**src/rtl/rr_arbiter4_pkg.sv**
```systemverilog
// Shared definitions for the four-requester round-robin arbiter.
package rr_arbiter4_pkg;

    localparam int NREQ = 4;

    typedef enum logic {
        ST_IDLE = 1'b0,
        ST_BUSY = 1'b1
    } arb_state_t;

endpackage

```
**src/rtl/rr_arbiter4_dec.sv**
```systemverilog
// 2-to-4 enable decoder: one-hot output selected by a, all zero when e is low.
module decoder2to4 (
    input  logic [1:0] a,
    input  logic       e,
    output logic [3:0] y
);

    // Drive the selected line only while enabled
    always_comb begin
        y = 4'b0000;
        if (e) begin
            y[a] = 1'b1;
        end
    end

endmodule

```
**src/rtl/rr_arbiter4.sv**
```systemverilog
// Four-requester round-robin arbiter with a programmable grant hold limit.
// Ownership is held in registers; all outputs are decoded from them.
module rr_arbiter4
    import rr_arbiter4_pkg::*;
#(
    parameter int HOLD_MAX = 8,
    parameter int CNT_W    = 4
) (
    input  logic       clk,
    input  logic       rst,
    input  logic [3:0] req,
    output logic [3:0] gnt,
    output logic [1:0] gnt_id,
    output logic       gnt_valid
);

    localparam int               HOLD_M1   = (HOLD_MAX == 0) ? 0 : HOLD_MAX - 1;
    localparam logic [CNT_W-1:0] HOLD_LAST = HOLD_M1[CNT_W-1:0];
    localparam logic [CNT_W-1:0] HOLD_SAT  = HOLD_MAX[CNT_W-1:0];

    arb_state_t       state;
    logic [1:0]       owner;
    logic [1:0]       last;
    logic [CNT_W-1:0] hold_cnt;

    logic [3:0]       others;
    logic             rotate;

    // First set bit of r scanning from ptr+1 upward with wrap; ptr itself last.
    function automatic logic [1:0] pick(input logic [3:0] r, input logic [1:0] ptr);
        logic [1:0] idx;
        pick = ptr;
        for (int k = NREQ; k >= 1; k--) begin
            idx = ptr + 2'(k);
            if (r[idx]) begin
                pick = idx;
            end
        end
    endfunction

    // Decide whether the current owner gives up the grant this cycle.
    // A counter already saturated (owner was alone) counts as expired, so a
    // late newcomer still gets its turn.
    always_comb begin
        others         = req;
        others[owner]  = 1'b0;
        rotate         = !req[owner]
                       || ((HOLD_MAX != 0) && (hold_cnt >= HOLD_LAST) && (others != 4'b0000));
    end

    // Ownership state machine with rotating priority pointer
    always_ff @(posedge clk) begin
        if (rst) begin
            state    <= ST_IDLE;
            owner    <= 2'd0;
            last     <= 2'd3;
            hold_cnt <= '0;
        end else begin
            case (state)
                ST_IDLE: begin
                    if (req != 4'b0000) begin
                        owner    <= pick(req, last);
                        hold_cnt <= '0;
                        state    <= ST_BUSY;
                    end
                end
                ST_BUSY: begin
                    if (rotate) begin
                        last     <= owner;
                        hold_cnt <= '0;
                        if (others != 4'b0000) begin
                            owner <= pick(others, owner);
                        end else begin
                            state <= ST_IDLE;
                        end
                    end else if (hold_cnt < HOLD_SAT) begin
                        hold_cnt <= hold_cnt + 1'b1;
                    end
                end
                default: begin
                    state <= ST_IDLE;
                end
            endcase
        end
    end

    // Outputs decoded purely from registered state
    always_comb begin
        gnt_valid = (state == ST_BUSY);
        gnt_id    = gnt_valid ? owner : 2'd0;
    end

    decoder2to4 u_dec (
        .a (owner),
        .e (gnt_valid),
        .y (gnt)
    );

endmodule

```
**config.mk**
```make
export PLATFORM = sky130hd
export DESIGN_NAME = rr_arbiter4
export DESIGN_NICKNAME = d
export VERILOG_FILES = /design/src/rtl/rr_arbiter4_pkg.sv /design/src/rtl/rr_arbiter4_dec.sv /design/src/rtl/rr_arbiter4.sv
export SDC_FILE = /design/constraint.sdc
export NUM_CORES = 1
export LEC_CHECK = 0
export CAP_MARGIN = 20
export CORE_MARGIN = 3
export CORE_UTILIZATION = 56
export CTS_CLUSTER_DIAMETER = 200
export CTS_CLUSTER_SIZE = 12
export DETAILED_ROUTE_END_ITERATION = 8
export GPL_ROUTABILITY_DRIVEN = 0
export PLACE_DENSITY = 0.91
export SLEW_MARGIN = 10
export SYNTH_ARGS = -nofsm -noshare
export SYNTH_HDL_FRONTEND = slang
export SYNTH_SLANG_ARGS = --single-unit
```
**constraint.sdc**
```tcl
create_clock -name clk -period 4.1 [get_ports clk]
set_input_delay 0.82 -clock clk [delete_from_list [all_inputs] [get_ports clk]]
set_output_delay 0.82 -clock clk [all_outputs]
set_load 0.01 [all_outputs]
```
==> reports/qor.txt, run 1 <==
Yosys warns = 0
Reg area = 180 µm²
Residual DRC = 0
Max-slew headroom = 40.9%
Pre-CTS WS = 1.32 ns
Largest family of logic cells by synthesized area = simple AND/OR/NAND/NOR gates
Final Skew = 0.00652 ns
Status = completed
Syn nets = 114
Number of inserted diodes = 0
Worst-path clk slew = 0.06 ns
Synth Cell Area = 811 µm²
Setup repair bufs after CTS = 0
I/O pins = 13
Initial DRT Pass Iterations = 4
GRT Resource Usage Total = 23.2%
Final WS setup = 1.33 ns
Vias = 838
Critical path capture point type = output port
Avg Synthesized Cell Area = 7.87 µm²
Crit path kind = reg2out
Wire per inst = 15.5 µm
Setup TNS = 0 ns
Fin crit share = 67.5%
CTS Buf Count = 3
Via-to-Cell Ratio = 6.50
Synth async-reset ratio = 0%
Multi-input logic area = 584 µm²
Crit Path Max Fanout = 10
Post-synthesis cell count = 103
Origin of the critical flop-to-flop path = owner[1]
DP HPWL = 1480 µm
Synth Flop Type = dfxtp_1
PortBufs = 12
Clk Latency, worst-skew pair = 0.26 ns
Synth Area in Simple Gates = 29.9%
Initial Util = 60.8%
CTS Buffer Depth = 2
Critical path arrival = 1.95 ns
Congestion Overflow GR = 0
Slew @ Worst Pin = 0.878 ns
CTS tree = done
Fin. Hold Viols = 0
P&R area growth vs syn = 17.4%
DIE AREA = 0.00194 mm²
Synth Area in Compound Gates = 29.3%
Vias in the first global route = 747
Post-synth EDFFs = 0
Drt total wl = 2000 µm
CTS resizes = 0
# nets final = 126
Unique masters post-synth = 44
Synth top area cells = dfxtp_1 (22%), ha_1 (7.7%), nor2_1 (4.6%), a21oi_1 (3.7%), mux2i_1 (3.7%)
Largest net degree at the start of global routing = 15
#FFs+latches synth = 9
Post-synthesis sequential area ratio = 22.2%
Fillers = 110
First-pass GRT wire length = 3310 µm
Max Freq = 0.361 GHz
PwrDens = 359 mW/mm²
Min Tclk post-route = 2.77 ns
H-tree depth = 1
Die width = 44.1 µm
Adder-cell area share of the yosys netlist = 7.72%
Slew Limit Fails = 0
WP data required = 3.28 ns
MaxCap Viol Count = 0
Top cell type's share of synthesized area = 22.2%
Tot Pwr = 341 µW
Post-CTS Hold Fix Bufs = 0
Crit path launch type = register
Die Span Y = 44.1 µm
Core area = 0.00133 mm²
Rows = 13
XOR/XNOR share of the synthesized area = 0%
Multiplexer share of the synthesized area = 5.09%
Setup crit start = owner[1]
Leakage = 0.000360 µW
Final Core Density = 71.4%
VDD IR-drop max = 260 µV
RSZ-0062 raised after global routing = false
Layout cells sized above 1 = 7.02%
Post-route ant nets = 0
Initial antenna violation count = 0
Detailed Route Iter0 Violations = 38
HP Class = reg2reg
Cell type with the largest total area after synthesis = dfxtp_1
Root Buffer = clkbuf_4
Clock sink count = 9
Setup violation total in the final timing report = 0
Critical hold path startpoint = hold_cnt[0]
==> per-layer routing <==
metal,part of all wire [%],vias to the layer above,GRT usage (%)
met5,0,-,0
met1,40,375,29.1
met2,47,44,36.0
met4,4.1,0,19.3
met3,8.0,9,1.63
li1,-,410,-
==> report_power, final <==
group | total [µW] | internal, µW | switching, µW
Sequential | 118 | 97.2 | 21.3
Combinational | 154 | 73.8 | 80.7
Clock | 68.6 | 37.5 | 31.1
==> area by class of cell <==
| cell class | instances | area share (%) |
|---|---|---|
| multi-input cells | 83 | 61.4 |
| inverters | 6 | 2.37 |
| flip-flops and latches | 9 | 18.9 |
| clock buffers | 4 | 2.76 |
| well taps | 15 | 1.97 |
| repair buffers | 12 | 12.6 |
==> placed cells by master, fill, tap and decap left out, drive strengths merged, types with 2 or more instances in the layout <==
cell type,instances
a211o,2
a21boi,2
a21oi,6
a22oi,2
a311oi,2
a41oi,2
and2,4
clkbuf,4
clkdlybuf4s50,12
dfxtp,9
ha,5
inv,6
mux2i,3
nand2,7
nand2b,4
nand3b,2
nor2,10
nor2b,3
nor3,4
nor4,2
o21ai,4
o221ai,2
o22ai,2
o32ai,2
==> Yosys cell counts, types with 2 or more instances <==
master,count
dfxtp_1,9
a311oi_1,2
nand3b_1,2
buf_1,2
nand2_1,7
o22ai_1,2
a21boi_1,2
nand2b_1,4
o221ai_1,2
mux2i_1,3
a21oi_1,6
a211o_1,2
nor2_1,10
o21ai_1,3
ha_1,5
nor3_1,3
and2_1,4
a22oi_1,2
inv_1,6
nor2b_1,3
==> kinds of logic (layout without fill, tap and decap cells) <==
| logic type | Yosys count | in the layout |
|---|---|---|
| DFF | 9 | 9 |
| buffers and inverters | 11 | 22 |
| and+or+nand+nor | 43 | 43 |
| muxes | 4 | 4 |
| adders and majority gates | 5 | 5 |
| AOI/OAI and AO/OA | 31 | 31 |
==> state kept, by name (all words and copies together), names as in the netlist <==
signal / count
hold_cnt: 4
last: 2
owner: 2
gnt_valid: 1
==> critical path, cell delays in order, from the launching register on <==
cell	delay, ns
dfxtp_1	0.56
inv_1	0.22
ha_1	0.27
and2_1	0.16
clkdlybuf4s50_1	0.46
==> per-stage QoR <==
| stage | hold WS (ns) | std cells | instance area [µm²] |
|---|---|---|---|
| floorplan | 0.475 | 103 | 811 |
| global placement | 0.501 | 125 | 926 |
| detailed placement | 0.512 | 125 | 926 |
| CTS | 0.523 | 129 | 952 |
| global route | 0.539 | 129 | 952 |
| finish | 0.523 | 129 | 952 |
==> final timing paths <==
| kind | to | slack [ns] | cells after the start |
|---|---|---|---|
| min reg2reg | hold_cnt[0] | 0.52 | 1 |
| max | gnt[1] | 1.33 | 4 |
| min | hold_cnt[0] | 0.52 | 1 |
| max reg2reg | owner[1] | 1.75 | 8 |
(Power assumes the default switching activity.)
==> run 2: changes to the inputs <==
- CORE_UTILIZATION: 56 -> 52
- PLACE_DENSITY: 0.91 -> 0.86
- clock period: 4.1 -> 2.6 ns (I/O delays scaled with it)
==> reports/qor.txt, run 2 (synthesized netlist as in run 1, its figures left out) <==
Rows = 13 (unchanged)
Biggest register = hold_cnt (unchanged)
Max Freq = 0.419 GHz
Final Skew = 0.00437 ns (was 0.00652 ns)
Initial antenna violation count = 0 (unchanged)
Slew @ Worst Pin = 0.448 ns (was 0.878 ns)
Critical path arrival = 1.87 ns (was 1.95 ns)
Final Cell Area = 976 µm² (was 952 µm²)
Initial Util = 58.6% (was 60.8%)
Crit path kind = reg2out (unchanged)
Pint = 331 µW (was 208 µW)
Setup violation total in the final timing report = 0 (unchanged)
Fillers = 103 (was 110)
Drt total wl = 2090 µm (was 2000 µm)
Final WS setup = 0.213 ns (was 1.33 ns)
Largest net degree at the start of global routing = 11 (was 15)
Clock power share = 19.8% (was 20.1%)
Root Buffer = clkbuf_4 (unchanged)
Fin. Hold Viols = 0 (unchanged)
Layout cells sized above 1 = 10.3% (was 7.02%)
Comb power frac = 47.4% (was 45.2%)
NetSw = 211 µW (was 133 µW)
Final Core Density = 70.6% (was 71.4%)
Reg area = 180 µm² (unchanged)
Slew Limit Fails = 0 (unchanged)
VDD IR-drop max = 294 µV (was 260 µV)
Residual DRC = 0 (unchanged)
Setup TNS = 0 ns (unchanged)
Fin crit share = 91.8%
CTS resizes = 0 (unchanged)
Vias in the first global route = 759 (was 747)
Placed Area = 948 µm² (was 926 µm²)
Regs by FF count = hold_cnt: 4 flops, last: 2 flops, owner: 2 flops (unchanged)
Critical path capture point type = output port (unchanged)
I/O pins = 13 (unchanged)
Vias = 839 (was 838)
P&R area growth vs syn = 20.4% (was 17.4%)
Pre-CTS WS = 0.113 ns (was 1.32 ns)
CTS tree = done (unchanged)
Setup repair bufs after CTS = 0 (unchanged)
Core area = 0.00138 mm² (was 0.00133 mm²)
Sw Share = 39.0% (about the same)
Via-to-Cell Ratio = 6.36 (was 6.50)
Post-route ant nets = 0 (unchanged)
Max reg flops = 4 (unchanged)
Post-CTS Hold Fix Bufs = 0 (unchanged)
HP Class = reg2reg (unchanged)
Congestion Overflow GR = 0 (unchanged)
Initial DRT Pass Iterations = 4 (unchanged)
Die width = 45.5 µm (was 44.1 µm)
GRT Resource Usage Total = 23.0% (was 23.2%)
Number of inserted diodes = 0 (unchanged)
H-tree depth = 1 (unchanged)
CTS Buffer Depth = 2 (unchanged)
CTS Buf Count = 3 (unchanged)
First-pass GRT wire length = 3480 µm (was 3310 µm)
Most common cell after layout, fill and taps aside = clkdlybuf4s50_1 (unchanged)
Max-slew headroom = 70.0% (was 40.9%)
Detailed Route Iter0 Violations = 18 (was 38)
Crit path launch type = register (unchanged)
Clock sink count = 9 (unchanged)
Leakage = 0.000378 µW (was 0.000360 µW)
RSZ-0062 raised after global routing = false (unchanged)
Seq pwr share = 32.7% (was 34.7%)
DP HPWL = 1520 µm (was 1480 µm)
Min Tclk post-route = 2.39 ns
Clk Latency, worst-skew pair = 0.26 ns (about the same)
PortBufs = 12 (unchanged)
Wire per inst = 15.8 µm (was 15.5 µm)
MaxCap Viol Count = 0 (unchanged)
PwrDens = 556 mW/mm² (was 359 mW/mm²)
Most frequent cells in the layout = clkdlybuf4s50_1 (12), nor2_1 (10), dfxtp_1 (9), nand2_1 (7) (unchanged)
# nets final = 129 (was 126)
Worst-path clk slew = 0.06 ns (about the same)
Crit Path Max Fanout = 10 (unchanged)
Die Span Y = 45.5 µm (was 44.1 µm)
Status = completed (unchanged)
WP data required = 2.08 ns (was 3.28 ns)
DIE AREA = 0.00207 mm² (was 0.00194 mm²)
Multi-input logic area = 584 µm² (unchanged)
==> run 2: per-stage QoR <==
stage,cells,hold WS (ns),total power (µW)
floorplan,103,0.475,360
global placement,128,0.498,426
detailed placement,128,0.515,433
CTS,132,0.529,543
global route,132,0.566,579
finish,132,0.530,542
==> run 2: area by class of cell <==
| cell class | instances | share of cell area [%] |
|---|---|---|
| multi-input cells | 83 | 59.9 |
| flip-flops and latches | 9 | 18.5 |
| repair buffers | 15 | 14.6 |
| clock buffers | 3 | 2.31 |
| inverters | 6 | 2.31 |
| well taps | 15 | 1.92 |
| clock inverters | 1 | 0.513 |
==> run 2: metal layers <==
layer	track usage [%]	share of wire, %	up-vias	wire, µm
met1	29.4	46	397	970
met4	5.85	1.8	0	37
li1	-	-	416	-
met5	0	0	-	0
met2	38.7	49	20	1020
met3	4.74	3.2	6	66
==> run 2: worst paths after layout <==
check	startpoint	to	cells past startpoint	slack, ns
max reg2reg	owner[0]	owner[1]	8	0.32
min	hold_cnt[0]	hold_cnt[0]	1	0.53
max	owner[0]	gnt[0]	4	0.21
min reg2reg	hold_cnt[0]	hold_cnt[0]	1	0.53
==> run 2: power groups by stage <==
stage / clock (µW) / combinational (µW) / sequential, µW
after detailed placement: 0 / 254 / 179
after CTS: 111 / 255 / 176
final: 107 / 257 / 178
after floorplan: 0 / 189 / 171
after global placement: 0 / 249 / 177
after global routing: 117 / 283 / 180
==> run 2: critical path, stage by stage, from the launching register on <==
cell and delay [ns]:
dfxtp_1 0.54, inv_1 0.19, ha_1 0.27, and2_1 0.14, clkdlybuf4s50_1 0.46
